--- config.mk ---
export PLATFORM = sky130hd
export DESIGN_NAME = alu_stream_engine
export DESIGN_NICKNAME = d
export VERILOG_FILES = /design/src/rtl/alu_stream_engine.sv
export SDC_FILE = /design/constraint.sdc
export NUM_CORES = 1
export LEC_CHECK = 0
export BUFFER_PORTS_ARGS = -buffer_cell sky130_fd_sc_hd__buf_4
export CORE_UTILIZATION = 35
export DETAILED_ROUTE_END_ITERATION = 8
export PLACE_DENSITY = 0.65
export RECOVER_POWER = 100
export SYNTH_ARGS = -nofsm -noshare
export SYNTH_HDL_FRONTEND = slang
export SYNTH_SLANG_ARGS = --single-unit
--- constraint.sdc ---
create_clock -name clk -period 2.5 [get_ports clk]
set_input_delay 0.75 -clock clk [delete_from_list [all_inputs] [get_ports clk]]
set_output_delay 0.75 -clock clk [all_outputs]
set_load 0.02 [all_outputs]
--- src/rtl/alu_stream_engine.sv ---
// ALU stream engine: queued instructions feed a registered ALU stage with an
// optional accumulator source for operand A and a downstream valid/ready output.
module alu_stream_engine #(
  parameter int WIDTH = 4,
  parameter int DEPTH = 4
) (
  input  logic                 clk,
  input  logic                 rst,
  input  logic [2*WIDTH+2:0]   in_inst,
  input  logic                 in_valid,
  output logic                 in_ready,
  input  logic                 acc_mode,
  input  logic                 flush,
  output logic [WIDTH-1:0]     out_result,
  output logic [2:0]           out_flags,
  output logic                 out_valid,
  input  logic                 out_ready,
  output logic                 level,
  output logic [15:0]          res_count
);

  localparam int AW = $clog2(DEPTH);

  typedef enum logic [2:0] {
    OP_ADD = 3'd0,
    OP_SUB = 3'd1,
    OP_AND = 3'd2,
    OP_OR  = 3'd3,
    OP_XOR = 3'd4,
    OP_NOT = 3'd5,
    OP_SHL = 3'd6,
    OP_SHR = 3'd7
  } opcode_t;

  logic [2*WIDTH+2:0] mem [DEPTH];
  logic [AW:0]        wr_ptr;
  logic [AW:0]        rd_ptr;
  logic               empty;
  logic               full;
  logic               push;
  logic               pop;
  logic [WIDTH-1:0]   acc;

  logic [2*WIDTH+2:0] head;
  opcode_t            op;
  logic [WIDTH-1:0]   op_a;
  logic [WIDTH-1:0]   op_b;
  logic [WIDTH:0]     ext;
  logic [WIDTH-1:0]   alu_res;
  logic               alu_c;
  logic               alu_v;

  // Pointers carry one extra wrap bit so full and empty are distinguishable.
  assign empty    = (wr_ptr == rd_ptr);
  assign full     = (wr_ptr[AW] != rd_ptr[AW]) && (wr_ptr[AW-1:0] == rd_ptr[AW-1:0]);
  assign in_ready = !full;
  assign push     = in_valid && in_ready && !flush;
  assign pop      = !empty && (!out_valid || out_ready) && !flush;
  assign level    = empty && !out_valid;

  assign head = mem[rd_ptr[AW-1:0]];
  assign op   = opcode_t'(head[2*WIDTH+2:2*WIDTH]);
  assign op_a = acc_mode ? acc : head[2*WIDTH-1:WIDTH];
  assign op_b = head[WIDTH-1:0];

  // Instruction storage; contents are don't-care outside the pointer window.
  always_ff @(posedge clk) begin
    if (push) mem[wr_ptr[AW-1:0]] <= in_inst;
  end

  // FIFO pointers; flush discards everything queued.
  always_ff @(posedge clk or posedge rst) begin
    if (rst) begin
      wr_ptr <= '0;
      rd_ptr <= '0;
    end else if (flush) begin
      wr_ptr <= '0;
      rd_ptr <= '0;
    end else begin
      if (push) wr_ptr <= wr_ptr + 1'b1;
      if (pop)  rd_ptr <= rd_ptr + 1'b1;
    end
  end

  // ALU evaluation of the current head instruction.
  always_comb begin
    ext     = '0;
    alu_res = '0;
    alu_c   = 1'b0;
    alu_v   = 1'b0;
    unique case (op)
      OP_ADD: begin
        ext     = {1'b0, op_a} + {1'b0, op_b};
        alu_res = ext[WIDTH-1:0];
        alu_c   = ext[WIDTH];
        alu_v   = (op_a[WIDTH-1] == op_b[WIDTH-1]) && (alu_res[WIDTH-1] != op_a[WIDTH-1]);
      end
      OP_SUB: begin
        ext     = {1'b0, op_a} - {1'b0, op_b};
        alu_res = ext[WIDTH-1:0];
        alu_c   = ext[WIDTH];
        alu_v   = (op_a[WIDTH-1] != op_b[WIDTH-1]) && (alu_res[WIDTH-1] != op_a[WIDTH-1]);
      end
      OP_AND: alu_res = op_a & op_b;
      OP_OR:  alu_res = op_a | op_b;
      OP_XOR: alu_res = op_a ^ op_b;
      OP_NOT: alu_res = ~op_a;
      OP_SHL: begin
        alu_res = {op_a[WIDTH-2:0], 1'b0};
        alu_c   = op_a[WIDTH-1];
      end
      OP_SHR: begin
        alu_res = {1'b0, op_a[WIDTH-1:1]};
        alu_c   = op_a[0];
      end
      default: alu_res = '0;
    endcase
  end

  // Output register, accumulator and downstream handshake.
  always_ff @(posedge clk or posedge rst) begin
    if (rst) begin
      out_result <= '0;
      out_flags  <= '0;
      out_valid  <= 1'b0;
      acc        <= '0;
    end else if (flush) begin
      out_valid  <= 1'b0;
    end else if (pop) begin
      out_result <= alu_res;
      out_flags  <= {alu_c, (alu_res == '0), alu_v};
      out_valid  <= 1'b1;
      acc        <= alu_res;
    end else if (out_ready) begin
      out_valid  <= 1'b0;
    end
  end

  // Count of results accepted downstream; a flush suppresses the count.
  always_ff @(posedge clk or posedge rst) begin
    if (rst) begin
      res_count <= '0;
    end else if (out_valid && out_ready && !flush) begin
      res_count <= res_count + 16'd1;
    end
  end

endmodule

* Word level (Yosys, flattened, before mapping)
Memories as Yosys holds them, arrays and structs flattened. Cells that the tools add are included.
Word-level totals: bits in registers 30, RAM bits 44, bits of input ports 17, output and inout port bits 26, logic and storage cells 65, memories kept 1
Memories:
- mem | words 4, bits a word 11, read ports 1, clocked after Yosys merged registers in 0, write ports 1, RTL line 35 | logic [2*WIDTH+2:0] mem [DEPTH];
Cells by class: add/subtract/negate cells 5, eq/ne operators 14, muxes and demuxes 13, bitwise operators 5, reduce and logical (&&, ||, !) cells 21
Operators by type and width (count):
- $pmux 4 s8 | 1
- $add 16x1->16 const B | 1
- $eq 3x3->1 const B | 4
- $mux 3 | 4
- $logic_and 1x1->1 | 10
- $add 3x1->3 const B | 2
- $eq 3x2->1 const B | 2
- $add 4x4->5 | 1
- $mux 1 | 5
- $sub 4x4->5 | 1
- $and 4x4->4 | 1
- $logic_not 1->1 | 4
- $logic_not 4->1 | 1
- $mux 4 | 1
- $ne 1x1->1 | 4
- $not 4->4 | 1
- $or 4x4->4 | 1
- $pmux 1 s4 | 1
- $reduce_bool 2->1 | 2
- $xor 4x4->4 | 1
- $eq 3x1->1 const B | 1
- $eq 3x3->1 | 1
- $logic_not 3->1 | 1
- $reduce_bool 3->1 | 1
- other kinds (6) | 6

* Depth between registers and ports, before layout
depth in word-level cells 7, depth in mapped cells 13, mapped depth without buffers 11

* Worst setup path after synthesis
Ideal clock, no wire load.
path type reg2reg, start register rd_ptr[0], end register acc[3], setup time 0.065 ns, arrival time 2.653 ns, data required time 2.435 ns, slack -0.218 ns, stages on the path, launching flop included 12, buffers on the path 2, period minus slack after synthesis 2.718 ns, path through dfrtp_1 > buf_6 > mux4_1 > inv_1 > ha_1 > clkbuf_1 > a21oi_1 > a21oi_1 > o31ai_1 > o211ai_1 > a21oi_1 > mux2_2
Between the ends: word-level cells in the longest chain between the ends 5, elaborated cells between the ends (all ways) 22, classes of those cells add/sub (2); eq/ne (8); mux (2); bitwise (4); reduce/logical (5); memory (1)
RTL lines:
- from (decl) | RTL line 37 | logic [AW:0] rd_ptr;
- from (signal assigned) | RTL line 81 | if (pop) rd_ptr <= rd_ptr + 1'b1;
- branches (longest 5 deep; another with $mem_v2 4x11)
- to (signal assigned) | RTL line 133 | acc <= alu_res;
- to (decl) | RTL line 42 | logic [WIDTH-1:0] acc;
Parallel ways; which one is timed is not known. A chain may end at the register's enable or synchronous reset.

* Final worst setup path
Same ends and word-level chain as after synthesis.

==> metrics.csv <==
stage,metric,value,unit
synth,yosys.cell_types.count,54,
synth,syn-mean-instance-area,12.7,um^2
setup_path,criticalPathCategory,reg2reg,
setup_path,cp.required,2730,ps
detailed_routing,wl_per_cell,14.6,um
timing,slew_headroom,-4.43,%
grt,antenna_found_initial,0,
place,placed_area,4530,um^2
synth,synth_top_area_share,35.2,%
cts,postCtsHoldBufs,0,
detailed_routing,via_count,2595,
floorplan,die_x,105,um
finish,layout-drive-gt1-share,28.5,%
detailed_routing,drt_iter0_drc,121,
grt,grt_pass1_wl,12400,um
setup_path,r2r_slack,-240,ps
timing,finalHoldViolCount,0,
finish,syn_to_final_growth,28.5,%
floorplan,io-pin-count,43,
setup_path,timing.rr.start,rd_ptr[0]$_DFFE_PP0P_,
floorplan,die_h,105,um
power,p_leak,1.87,nW
min_path,hp-class,reg2reg,
detailed_routing,remaining_drc_errors,0,
synth,synth_edf_count,44,
synth,syn_nets,333,
cts,cts.sinks,74,
cts,htree_num_levels,3,
min_path,hold_start,res_count[15]$_DFFE_PP0P_,
detailed_routing,wl,7720,um
timing,setup_violations,7,
floorplan,rows,37,
synth,syn_area,3750,um^2
grt,grt_max_degree,31,
grt,gr-usage-all-layers,14.4,%
cts,cts_buffers,9,
detailed_routing,avgViaCountPerCell,4.91,
floorplan,dieArea,11100,um^2
min_path,hold_end,res_count[15]$_DFFE_PP0P_,
detailed_routing,ant_nets,0,
synth,ys_ff_latch,74,
power,total_power,5.26,mW
detailed_routing,drtPass1Iterations,4,
setup_path,r2r_end,acc[3]$_DFFE_PP0P_,
synth,synthArstFlopShare,40.5,%
grt,grt_pass1_vias,2495,
timing,max_freq,365,MHz
timing,tightest_slew,1570,ps
place,port_buffers,42,
finish,fin_nets,425,
cts,clk_latency,360,ps
cts,clock_path_buffers,2,
grt,globalRouteOverflowTotal,0,
setup_path,startpoint_type,flop,
place,hpwl,5450,um
power,vdd_ir_drop_max,0.676,mV
finish,final_area,4820,um^2
synth,ys_seq_area_share,55.3,%
run_status,violations,"capacitance limit, slew limit, setup timing",
timing,maxSlewViolCount,31,
synth,synth_area_leader_cell,edfxtp_1,
setup_path,end_kind,flop,
setup_path,critPathArrivalTime,2970,ps
run_status,status,"complete, but fails checks",
floorplan,core-area,10400,um^2
power,p_per_area,1090,nW/um^2
floorplan,initial_utilization,36.1,%
synth,yosys_warnings,0,
timing,setup_ws,-241,ps
cts,cts-root-buf,clkbuf_8,
finish,diodes,0,
place,dp.cells,504,
timing,rsz0062_at_grt,true,
synth,netlist_instances,296,
setup_path,crit_start,rd_ptr[0]$_DFFE_PP0P_,
timing,holdWs,487,ps
place,gp_congestion,0.828,
timing,finalCritPeriodShare,110,%
setup_path,crit_path_max_fanout,3,
synth,synthTopCellsByArea,"edfxtp_1 35%, dfrtp_1 20%, ha_1 6.0%",
setup_path,r2r_cells,11,
cts,clk_pin_slew,90,ps
flow_run,drv_cap,1,
timing,fin_skew,18.8,ps
cts,cts_tree,built,
min_path,hold_depth,1,
finish,fin_cells,529,
synth,ys.flop_type,edfxtp_1,
timing,timing.final.crit_period,2740,ps
-- cell usage after synthesis, types with 5 or more instances --
library cell and n:
nand3_1 13, mux2i_1 10, nand2_1 24, inv_1 16
dfrtp_1 30, edfxtp_1 44, ha_1 18, nor2_1 21
a21oi_1 10, xnor2_1 19, xor2_1 7, mux4_2 7
nand2b_1 5, o21ai_1 6, and2_1 6
-- metrics by stage --
step / util (%) / TNS (ps) / worst slack [ps]
CTS: 46.3 / -622 / -217
detailed placement: 43.7 / -1520 / -351
global placement: 43.7 / -1160 / -269
finish: 46.5 / -676 / -241
global route: 46.5 / -1930 / -372
floorplan: - / -167 / -67.4
-- area by class of cell --
class | instances | area (um^2)
timing repair buffer | 89 | 577
tap | 136 | 170
clock inverter | 6 | 71.3
clock buffer | 10 | 138
fill | 998 | 5550
inverter | 16 | 60.1
sequential | 74 | 2070
multi-input combinational | 198 | 1730
-- worst max path at each step --
| stage | to | slack, ps | cells past startpoint |
|---|---|---|---|
| finish | acc[3]$_DFFE_PP0P_ | -240 | 11 |
| global route | acc[3]$_DFFE_PP0P_ | -370 | 11 |
| CTS | out_flags[1]$_DFFE_PP0P_ | -220 | 9 |
| detailed placement | out_flags[1]$_DFFE_PP0P_ | -350 | 11 |
| global placement | out_flags[1]$_DFFE_PP0P_ | -270 | 11 |
| floorplan | acc[3]$_DFFE_PP0P_ | -70 | 11 |
-- critical path, stage by stage, from the launching register on --
cell and delay, ps:
dfrtp_2 440, mux4_2 540, o21ai_2 160, inv_2 80, buf_12 130, ha_4 290, o21bai_4 70, a21oi_2 190
xnor2_1 90, o211ai_1 260, a21oi_2 110, mux2_4 270
-- cell usage in the layout (no fill, tap or decap), types with 3 or more instances in the layout --
cell / n
ha_1: 13
nand4_1: 3
edfxtp_1: 44
nor2_1: 19
dfrtp_1: 29
a21oi_1: 6
o21ai_1: 7
nand3_2: 4
clkbuf_8: 10
xor2_1: 6
nand2_1: 23
a21oi_2: 5
clkbuf_1: 41
nand2b_1: 5
and3_1: 3
nand3_1: 9
and2_1: 5
nor2b_1: 3
buf_4: 42
mux2i_1: 10
a211o_1: 3
ha_4: 4
inv_1: 14
buf_12: 5
xnor2_1: 19
mux4_2: 8
o211ai_1: 3
-- routing by layer --
layer  part of all wire, %  GRT usage, %  wire length (um)
met3                   3.5          3.71               267
met4                   1.3          4.17               104
met2                    48          23.3              3720
met5                     0             0                 0
met1                    47          19.1              3640
-- cell families (layout without fill, tap and decap cells) --
family | count (synthesis) | after routing | synth area share, %
xor+xnor | 27 | 27 | 6.51
flops | 74 | 74 | 55.3
compound gates | 45 | 45 | 8.75
fa+ha+maj | 20 | 20 | 7.08
mux | 22 | 22 | 8.78
buf+inv | 24 | 121 | 2.90
simple gates | 84 | 84 | 10.7
-- power breakdown --
part           switching, mW  total (mW)  internal [mW]
Sequential             0.130        1.56           1.43
Combinational           1.36        2.73           1.37
Clock                  0.470       0.970          0.499
-- registers in the layout (all words and copies together) (netlist names) --
signal / flops
acc: 4
mem: 44
out_flags: 3
out_valid: 1
rd_ptr: 3
res_count: 16
wr_ptr: 3
-- timing repair --
| action | 4_1_cts | 5_1_grt |
|---|---|---|
| setup buffers | 2 | 8 |
| setup endpoints to repair | 8 | 22 |
| pin swaps | 3 | 15 |
| resized for setup | 7 | 23 |
No activity file was read; power rests on OpenSTA's default activity.
